### src/rtl/pipe_elastic_reg_t_pkg.sv
// Shared helpers for the elastic pipeline register.
package pipe_elastic_reg_t_pkg;

  // Next occupancy value from the current count and the two handshake strobes.
  // Both or neither strobes leave the count unchanged.
  function automatic int occ_next(input int cur, input logic inc, input logic dec);
    int nxt;
    nxt = cur;
    case ({inc, dec})
      2'b10:   nxt = cur + 1;
      2'b01:   nxt = cur - 1;
      default: nxt = cur;
    endcase
    return nxt;
  endfunction

endpackage

### src/rtl/pipe_elastic_reg_t_skid.sv
// One skid-buffered stage: main register plus skid register, each with a
// valid bit. Input ready is the inverse of the skid valid flop, so it never
// depends combinationally on out_ready_i.
// Handshake: a transfer completes on a rising edge where valid and ready are
// both high; valid, once raised, holds its data until that transfer.
module pipe_skid_stage_t #(
  parameter int                   BIT_WIDTH     = 8,
  parameter logic [BIT_WIDTH-1:0] DEFAULT_VALUE = '0
) (
  input  logic                 clk_i,
  input  logic                 rst_i,
  input  logic                 clear_i,
  input  logic                 stall_i,
  input  logic                 in_valid_i,
  output logic                 in_ready_o,
  input  logic [BIT_WIDTH-1:0] in_data_i,
  output logic                 out_valid_o,
  input  logic                 out_ready_i,
  output logic [BIT_WIDTH-1:0] out_data_o
);

  logic                 main_v_q, main_v_d;
  logic                 skid_v_q, skid_v_d;
  logic [BIT_WIDTH-1:0] main_q, main_d;
  logic [BIT_WIDTH-1:0] skid_q, skid_d;
  logic                 accept;
  logic                 drain;

  assign in_ready_o  = ~skid_v_q;
  assign out_valid_o = main_v_q;
  assign out_data_o  = main_q;

  // Next-state: refill main from skid first, then from input; park input in
  // skid only when main is held by a stalled consumer.
  always_comb begin
    main_v_d = main_v_q;
    skid_v_d = skid_v_q;
    main_d   = main_q;
    skid_d   = skid_q;
    accept   = in_valid_i & ~skid_v_q;
    drain    = main_v_q & out_ready_i;
    if (!stall_i) begin
      if (!main_v_q || drain) begin
        if (skid_v_q) begin
          main_d   = skid_q;
          main_v_d = 1'b1;
          skid_v_d = 1'b0;
        end else if (accept) begin
          main_d   = in_data_i;
          main_v_d = 1'b1;
        end else begin
          main_v_d = 1'b0;
        end
      end else if (accept) begin
        skid_d   = in_data_i;
        skid_v_d = 1'b1;
      end
    end
  end

  // State registers; reset and flush both empty the stage and restore payloads.
  always_ff @(posedge clk_i) begin
    if (rst_i || clear_i) begin
      main_v_q <= 1'b0;
      skid_v_q <= 1'b0;
      main_q   <= DEFAULT_VALUE;
      skid_q   <= DEFAULT_VALUE;
    end else begin
      main_v_q <= main_v_d;
      skid_v_q <= skid_v_d;
      main_q   <= main_d;
      skid_q   <= skid_d;
    end
  end

endmodule

### src/rtl/pipe_elastic_reg_t.sv
// Elastic pipeline register: a chain of STAGES skid stages with flush, freeze
// and a registered occupancy count. Capacity is 2*STAGES entries.
// Handshake: IN_* and OUT_* transfer on a rising edge where valid and ready
// are both high and STALL is low; STALL forces IN_READY and OUT_VALID low.
module pipe_elastic_reg_t
  import pipe_elastic_reg_t_pkg::*;
#(
  parameter int                   BIT_WIDTH     = 8,
  parameter logic [BIT_WIDTH-1:0] DEFAULT_VALUE = '0,
  parameter int                   STAGES        = 2,
  localparam int                  CNT_W         = $clog2(2 * STAGES + 1)
) (
  input  logic                 CLK,
  input  logic                 RST,
  input  logic                 CLEAR,
  input  logic                 STALL,
  input  logic                 IN_VALID,
  output logic                 IN_READY,
  input  logic [BIT_WIDTH-1:0] IN_DATA,
  output logic                 OUT_VALID,
  input  logic                 OUT_READY,
  output logic [BIT_WIDTH-1:0] OUT_DATA,
  output logic [CNT_W-1:0]     OCCUPANCY
);

  // Index k is the input side of stage k; index STAGES is the block output.
  logic [STAGES:0]      chain_valid;
  logic [STAGES:0]      chain_ready;
  logic [BIT_WIDTH-1:0] chain_data [STAGES+1];

  logic             in_hs;
  logic             out_hs;
  logic [CNT_W-1:0] occ_q, occ_d;

  assign chain_valid[0]      = IN_VALID;
  assign chain_data[0]       = IN_DATA;
  assign chain_ready[STAGES] = OUT_READY;

  for (genvar k = 0; k < STAGES; k++) begin : g_stage
    pipe_skid_stage_t #(
      .BIT_WIDTH     (BIT_WIDTH),
      .DEFAULT_VALUE (DEFAULT_VALUE)
    ) u_stage (
      .clk_i       (CLK),
      .rst_i       (RST),
      .clear_i     (CLEAR),
      .stall_i     (STALL),
      .in_valid_i  (chain_valid[k]),
      .in_ready_o  (chain_ready[k]),
      .in_data_i   (chain_data[k]),
      .out_valid_o (chain_valid[k+1]),
      .out_ready_i (chain_ready[k+1]),
      .out_data_o  (chain_data[k+1])
    );
  end

  // Freeze gating is the only combinational path onto the handshake outputs.
  assign IN_READY  = chain_ready[0] & ~STALL;
  assign OUT_VALID = chain_valid[STAGES] & ~STALL;
  assign OUT_DATA  = chain_data[STAGES];
  assign OCCUPANCY = occ_q;

  assign in_hs  = IN_VALID & chain_ready[0] & ~STALL;
  assign out_hs = chain_valid[STAGES] & OUT_READY & ~STALL;

  // Occupancy follows the boundary handshakes; bounded by the chain capacity.
  always_comb begin
    occ_d = CNT_W'(occ_next(int'(occ_q), in_hs, out_hs));
  end

  // Occupancy register, emptied by reset and flush.
  always_ff @(posedge CLK) begin
    if (RST || CLEAR) begin
      occ_q <= '0;
    end else begin
      occ_q <= occ_d;
    end
  end

endmodule
### config.mk
export PLATFORM = sky130hd
export DESIGN_NAME = pipe_elastic_reg_t
export DESIGN_NICKNAME = d
export VERILOG_FILES = /design/src/rtl/pipe_elastic_reg_t_pkg.sv /design/src/rtl/pipe_elastic_reg_t_skid.sv /design/src/rtl/pipe_elastic_reg_t.sv
export SDC_FILE = /design/constraint.sdc
export NUM_CORES = 1
export LEC_CHECK = 0
export CAP_MARGIN = 25
export CORE_ASPECT_RATIO = 1.1
export CORE_MARGIN = 2
export CORE_UTILIZATION = 40
export DETAILED_ROUTE_END_ITERATION = 10
export PLACE_DENSITY = 0.61
export SETUP_SLACK_MARGIN = 0.4
export SLEW_MARGIN = 25
export SYNTH_ARGS = -nofsm -noshare
export SYNTH_HDL_FRONTEND = slang
export SYNTH_HIERARCHICAL = 1
export SYNTH_SLANG_ARGS = --single-unit
### constraint.sdc
create_clock -name CLK -period 2.8 [get_ports CLK]
set_clock_uncertainty 0.2 [all_clocks]
set_input_delay 0.56 -clock CLK [delete_from_list [all_inputs] [get_ports CLK]]
set_output_delay 0.56 -clock CLK [all_outputs]
set_load 0.01 [all_outputs]
==> results of run 1 <==
## logic make-up after synthesis
family / synth area share [%]
AOI/OAI and AO/OA: 13.8
xor gates and xnor gates: 0.937
adders and majority gates: 1.74
buffers and inverters: 5.22
DFF: 41.7
muxes: 18.7
and+or+nand+nor: 17.9
## final cells by class
class,instances,area (um2)
fill,437,2270
multi-input combinational,148,1010
timing repair buffer,40,365
tap,56,70.1
clock buffer,6,72.6
inverter,4,17.5
sequential,39,781
## worst max-delay path, cell delays in order
cell	delay (ns)
dlygate4sd2_1	0.27
nor2b_2	0.14
buf_4	0.11
clkdlybuf4s50_1	0.52
## final timing paths
check,from,endpoint,slack [ns],cells past startpoint
max,STALL,OUT_VALID,0.44,4
min,g_stage[1].u_stage/out_data_o[7],g_stage[1].u_stage/out_data_o[7],0.26,2
max reg2reg,g_stage[1].u_stage/out_valid_o,OCCUPANCY[2],0.66,7
min reg2reg,g_stage[1].u_stage/out_data_o[7],g_stage[1].u_stage/out_data_o[7],0.26,2
## flip-flops by register name, summed over array words and instances (netlist names)
name                         cells
OCCUPANCY                        3
g_stage.u_stage/out_data_o      16
g_stage.u_stage/out_valid_o      2
g_stage.u_stage/skid_q          16
g_stage.u_stage/skid_v_q         2
## power by group
part / total (W) / switching (W) / internal [W]
logic: 0.0000874 / 0.0000386 / 0.0000489
clock network: 0.000339 / 0.000173 / 0.000166
registers: 0.000564 / 0.00000456 / 0.000559
## per-stage QoR
stage,hold slack (ns),util [%]
final,0.259,50.5
after global routing,0.280,50.5
after CTS,0.263,50.2
after detailed placement,0.254,48.7
after global placement,0.245,48.7
after floorplan,0.249,-
## placed cells by master (no fill, tap or decap)
master           Yosys  routed
a211oi_2             0       1
a21boi_0            16      16
a21boi_1             2       2
a21oi_1              2       2
and2_1               1       1
buf_4                0      14
clkbuf_1             2       1
clkbuf_8             0       5
clkdlybuf4s50_1      0      23
dfxtp_1             39      39
dlygate4sd2_1        0       2
dlymetal6s2s_1       0       1
fa_2                 0       1
ha_2                 0       1
inv_1                2       2
inv_2                2       1
inv_4                0       1
mux2_2              16      16
mux2i_1             17      17
nand2_1             33      33
nand2b_1             2       2
nand3_1             16      16
nand4bb_1            2       2
nor2_1               4       4
nor2b_1              4       2
nor2b_2              0       1
nor2b_4              0       1
nor3_1               2       2
nor4bb_1             2       2
o21ai_0             21      21
or3_1                3       3
xnor2_1              1       1
xor2_1               1       1
## per-layer routing
metal | global-route usage, % | vias up | wire length, um
met4 | 5.88 | 0 | 31
li1 | - | 768 | -
met2 | 23.5 | 24 | 1580
met1 | 18.7 | 656 | 1890
met3 | 3.97 | 5 | 108
met5 | 0 | - | 0
## timing repair
action | 4_1_cts | 5_1_grt
setup buffers | 0 | 0
gates cloned | 0 | 0
endpoints found under the setup margin | 3 | 2
gates resized for setup | 2 | 5
pin swaps | 0 | 2
==> metrics.md, run 1 <==
| Metric | Value |
|---|---|
| Outcome | `finished clean` |
| Crit path launch type | `primary input` |
| Worst-Skew Late Latency | `0.28 ns` |
| Antenna Nets Post-Route | `0` |
| Layout overhead on the synthesized area | `23.9%` |
| IO Port Bufs | `26` |
| Initial antenna violation count | `0` |
| Vias in the first global route | `1,344` |
| CORE AREA | `4590 um2` |
| Cell area after layout | `2320 um2` |
| Worst slew margin | `67.9%` |
| Post-synth top area share | `41.7%` |
| Power, Total | `0.000990 W` |
| Final Hold Fails | `0` |
| Initial DRC Count | `72` |
| Worst EP arrival | `1.60 ns` |
| Chip Height | `75.7 um` |
| Cells after Synth | `203` |
| TritonCTS Sinks | `39` |
| Layout cells sized above 1 | `17.7%` |
| Final GP Congestion | `0.774` |
| Placed Area | `2230 um2` |
| Syn Std Cell Area | `1870 um2` |
| Avg Cell Area, Syn | `9.21 um2` |
| Reg clk slew, reported paths | `0.06 ns` |
| H-tree Lvls | `2` |
| Period utilization | `84.4%` |
| Starting density of the core | `40.8%` |
| Non-Filler Instances | `293` |
| Ports | `27` |
| CTS tree | `done` |
| DR vias | `1,453` |
| Unrepaired setup endpoints after global routing | `false` |
| Placed cells | `287` |
| Fin worst setup slack | `0.438 ns` |
| Max Cap Viol | `0` |
| Ys flop type | `dfxtp_1` |
| Critical Path End Type | `output pin` |
| Seq cells post-synth | `39` |
| Largest net degree at the start of global routing | `27` |
| Post-synth EDFFs | `0` |
| VDD IR max | `0.000240 V` |
| Cts bufs inserted | `5` |
| ANT cells | `0` |
| Nets | `254` |
| Row Count | `26` |
| Post-synth top area cell | `dfxtp_1` |
| Hold Path Class | `reg -> reg` |
| DR vias/cell | `4.96` |
| First-pass GRT wire length | `6160 um` |
| Die area | `5240 um2` |
| WS Path Type | `in -> out` |
| Syn. warnings | `6` |
| Routed WL | `3610 um` |
| Post-synthesis sequential area ratio | `41.7%` |
| Post-route minimum period | `2.36 ns` |
| GRT overflow | `0` |
| CP Max Fanout | `3` |
| DR pass1 iterations | `4` |
| Max Root-Sink Buffers | `2` |
| Die Wd | `69.2 um` |
| Power per Cell Area | `427 nW/um2` |
| CP Data Required Time | `2.04 ns` |
| Asr flop ratio synth | `0%` |
| Post-CTS Hold Fix Bufs | `0` |
| Synth top area cells | `dfxtp_1 (42%), mux2_2 (9.6%), mux2i_1 (9.1%), nand2_1 (6.6%), a21boi_0 (6.4%)` |
| List of most frequent post-synthesis cells | `dfxtp_1 (39), nand2_1 (33), o21ai_0 (21)` |
| Clk root buf | `clkbuf_8` |
| Count leader, synth | `dfxtp_1` |
| Drt drc | `0` |
| Slew Limit Fails | `0` |
| FMAX | `423 MHz` |
| Pre-CTS setup slack | `-0.0806 ns` |
| Distinct cells, synth | `28` |
| Hpwl dp | `2460 um` |
| Leak Pwr | `0.887 nW` |
| Final setup violation count | `0` |
| Drt wl/cell | `12.3 um` |
| Global Route Usage Sum | `14.5%` |
| Final TNS setup | `0 ns` |
| Synthesized Nets | `219` |
| Slew @ Worst Pin | `0.482 ns` |
Power figures use the tool's default switching activity.
==> inputs of run 2 (changes only) <==
==> constraint.sdc (replaced) <==
create_clock -name CLK -period 2.4 [get_ports CLK]
set_clock_uncertainty 0.2 [all_clocks]
set_input_delay 0.48 -clock CLK [delete_from_list [all_inputs] [get_ports CLK]]
set_output_delay 0.48 -clock CLK [all_outputs]
set_load 0.01 [all_outputs]
==> metrics.md, run 2 (synthesis results as in run 1) <==
| Metric | Value |
|---|---|
| Non-Filler Instances | `301` |
| Largest net degree at the start of global routing | `27` |
| Initial antenna violation count | `0` |
| Antenna Nets Post-Route | `0` |
| Chip Height | `75.7 um` |
| Outcome | `finished clean` |
| Layout cells sized above 1 | `22.9%` |
| H-tree Lvls | `2` |
| Multi-input logic area | `1040 um2` |
| Post-CTS Hold Fix Bufs | `0` |
| DR vias/cell | `5.00` |
| Sequential group share of total power | `55.1%` |
| Hpwl dp | `2440 um` |
| Internal power | `0.000914 W` |
| Cell area after layout | `2410 um2` |
| Met3 Track Usage GR | `3.31%` |
| Global Route Usage Sum | `14.6%` |
| CP Max Fanout | `2` |
| TritonCTS Sinks | `39` |
| Switching Power | `0.000275 W` |
| Most common cell after layout, fill and taps aside | `dfxtp_1` |
| Drt drc | `0` |
| Crit path launch type | `primary input` |
| Routed WL | `3600 um` |
| Comb pwr share | `9.1%` |
| Sw Share | `23.1%` |
| Reg clk slew, reported paths | `0.08 ns` |
| CP Data Required Time | `2.41 ns` |
| Final GP Congestion | `0.719` |
| Clk root buf | `clkbuf_8` |
| ANT cells | `0` |
| VDD IR max | `0.000337 V` |
| Met2 usage | `25.6%` |
| First-pass GRT wire length | `6310 um` |
| Worst EP arrival | `2.02 ns` |
| Starting density of the core | `40.8%` |
| Reg area | `788 um2` |
| Cts bufs inserted | `5` |
| GRT overflow | `0` |
| Hold Path Class | `reg -> reg` |
| Max Root-Sink Buffers | `2` |
| End-of-flow core utilization | `52.6%` |
| Gr busiest metal | `met2` |
| IO Port Bufs | `26` |
| Worst slew margin | `77.8%` |
| Clock Power Share | `35.8%` |
| CORE AREA | `4590 um2` |
| Unrepaired setup endpoints after global routing | `true` |
| Critical Path End Type | `flop` |
| Max Cap Viol | `0` |
| Initial DRC Count | `81` |
| Vias in the first global route | `1,443` |
| Die area | `5240 um2` |
| Worst-Skew Late Latency | `0.28 ns` |
| DR pass1 iterations | `4` |
| Die Wd | `69.2 um` |
| DR vias | `1,506` |
| Final setup violation count | `0` |
| Commonest cells after routing, fill and taps aside | `dfxtp_1 (37), nand2_1 (32), o21ai_0 (21), clkdlybuf4s50_1 (21), buf_4 (19)` |
| WS Path Type | `in -> reg` |
| Final Hold Fails | `0` |
| Row Count | `26` |
| Nets | `260` |
| Power per Cell Area | `493 nW/um2` |
| Placed Area | `2260 um2` |
| Layout overhead on the synthesized area | `29.1%` |
| Fillers | `442` |
| Worst R2R Path Depth | `7` |
| Slew @ Worst Pin | `0.331 ns` |
| Period utilization | `83.7%` |
| Ports | `27` |
| Worst Hold Depth | `2` |
| Met1 Use GR | `18.2%` |
| Drt wl/cell | `12.0 um` |
| Post-route minimum period | `2.01 ns` |
| Final TNS setup | `0 ns` |
| Power, Total | `0.00119 W` |
| Placed cells | `289` |
| Leak Pwr | `0.925 nW` |
| CTS tree | `done` |
| FMAX | `498 MHz` |
| Slew Limit Fails | `0` |
==> run 2: changes by cell type in the layout (fill, tap and decap cells not counted), sizes merged <==
cell,before,now
inv,4,3
clkdlybuf4s15,0,1
clkdlybuf4s50,23,21
dlygate4sd2,2,3
clkinvlp,0,1
dlymetal6s2s,1,0
clkinv,0,2
buf,14,21
==> run 2: power groups by stage <==
stage	Combinational [W]	Sequential, W	Clock (W)
5_1_grt	0.000119	0.000656	0.000466
2_1_floorplan	0.0000565	0.000671	0
6_report	0.000108	0.000655	0.000426
3_5_place_dp	0.000105	0.000672	0
3_3_place_gp	0.000106	0.000672	0
4_1_cts	0.000109	0.000656	0.000441
==> run 2: metrics by stage <==
step / setup slack, ns / hold slack (ns)
3_5_place_dp: -0.253 / 0.252
5_1_grt: 0.322 / 0.279
6_report: 0.392 / 0.261
3_3_place_gp: -0.223 / 0.244
2_1_floorplan: 0.166 / 0.249
4_1_cts: 0.264 / 0.265
==> run 2: final timing paths <==
kind,from,endpoint,slack (ns)
max,OUT_READY,OCCUPANCY[2],0.39
min,g_stage[1].u_stage/out_data_o[4],g_stage[1].u_stage/out_data_o[4],0.26
max reg2reg,g_stage[1].u_stage/out_valid_o,OCCUPANCY[2],0.40
min reg2reg,g_stage[1].u_stage/out_data_o[4],g_stage[1].u_stage/out_data_o[4],0.26
==> run 2: layer usage <==
layer  routed length [um]  share of wire, %
met1                 1820                51
met2                 1610                45
met3                  140               3.9
met4                   31              0.86
met5                    0                 0
==> run 2: area by class of cell <==
type,instances,area share (%)
Sequential cell,39,32.6
Tap cell,56,2.90
Multi-Input combinational cell,148,43.1
Clock buffer,6,3.01
Clock inverter,2,0.518
Inverter,4,0.829
Timing Repair Buffer,46,17.0
==> run 2: critical path: stages <==
cell and delay (ns):
dlygate4sd2_1 0.25, and2_4 0.17, ha_4 0.15, fa_2 0.35, xnor2_2 0.14, or3_1 0.32
a211oi_2 0.17
==> run 2: timing repair <==
item,in CTS,in global routing
pin swaps,7,5
setup buffers,3,1
endpoints found under the setup margin,4,2
resized for setup,21,3
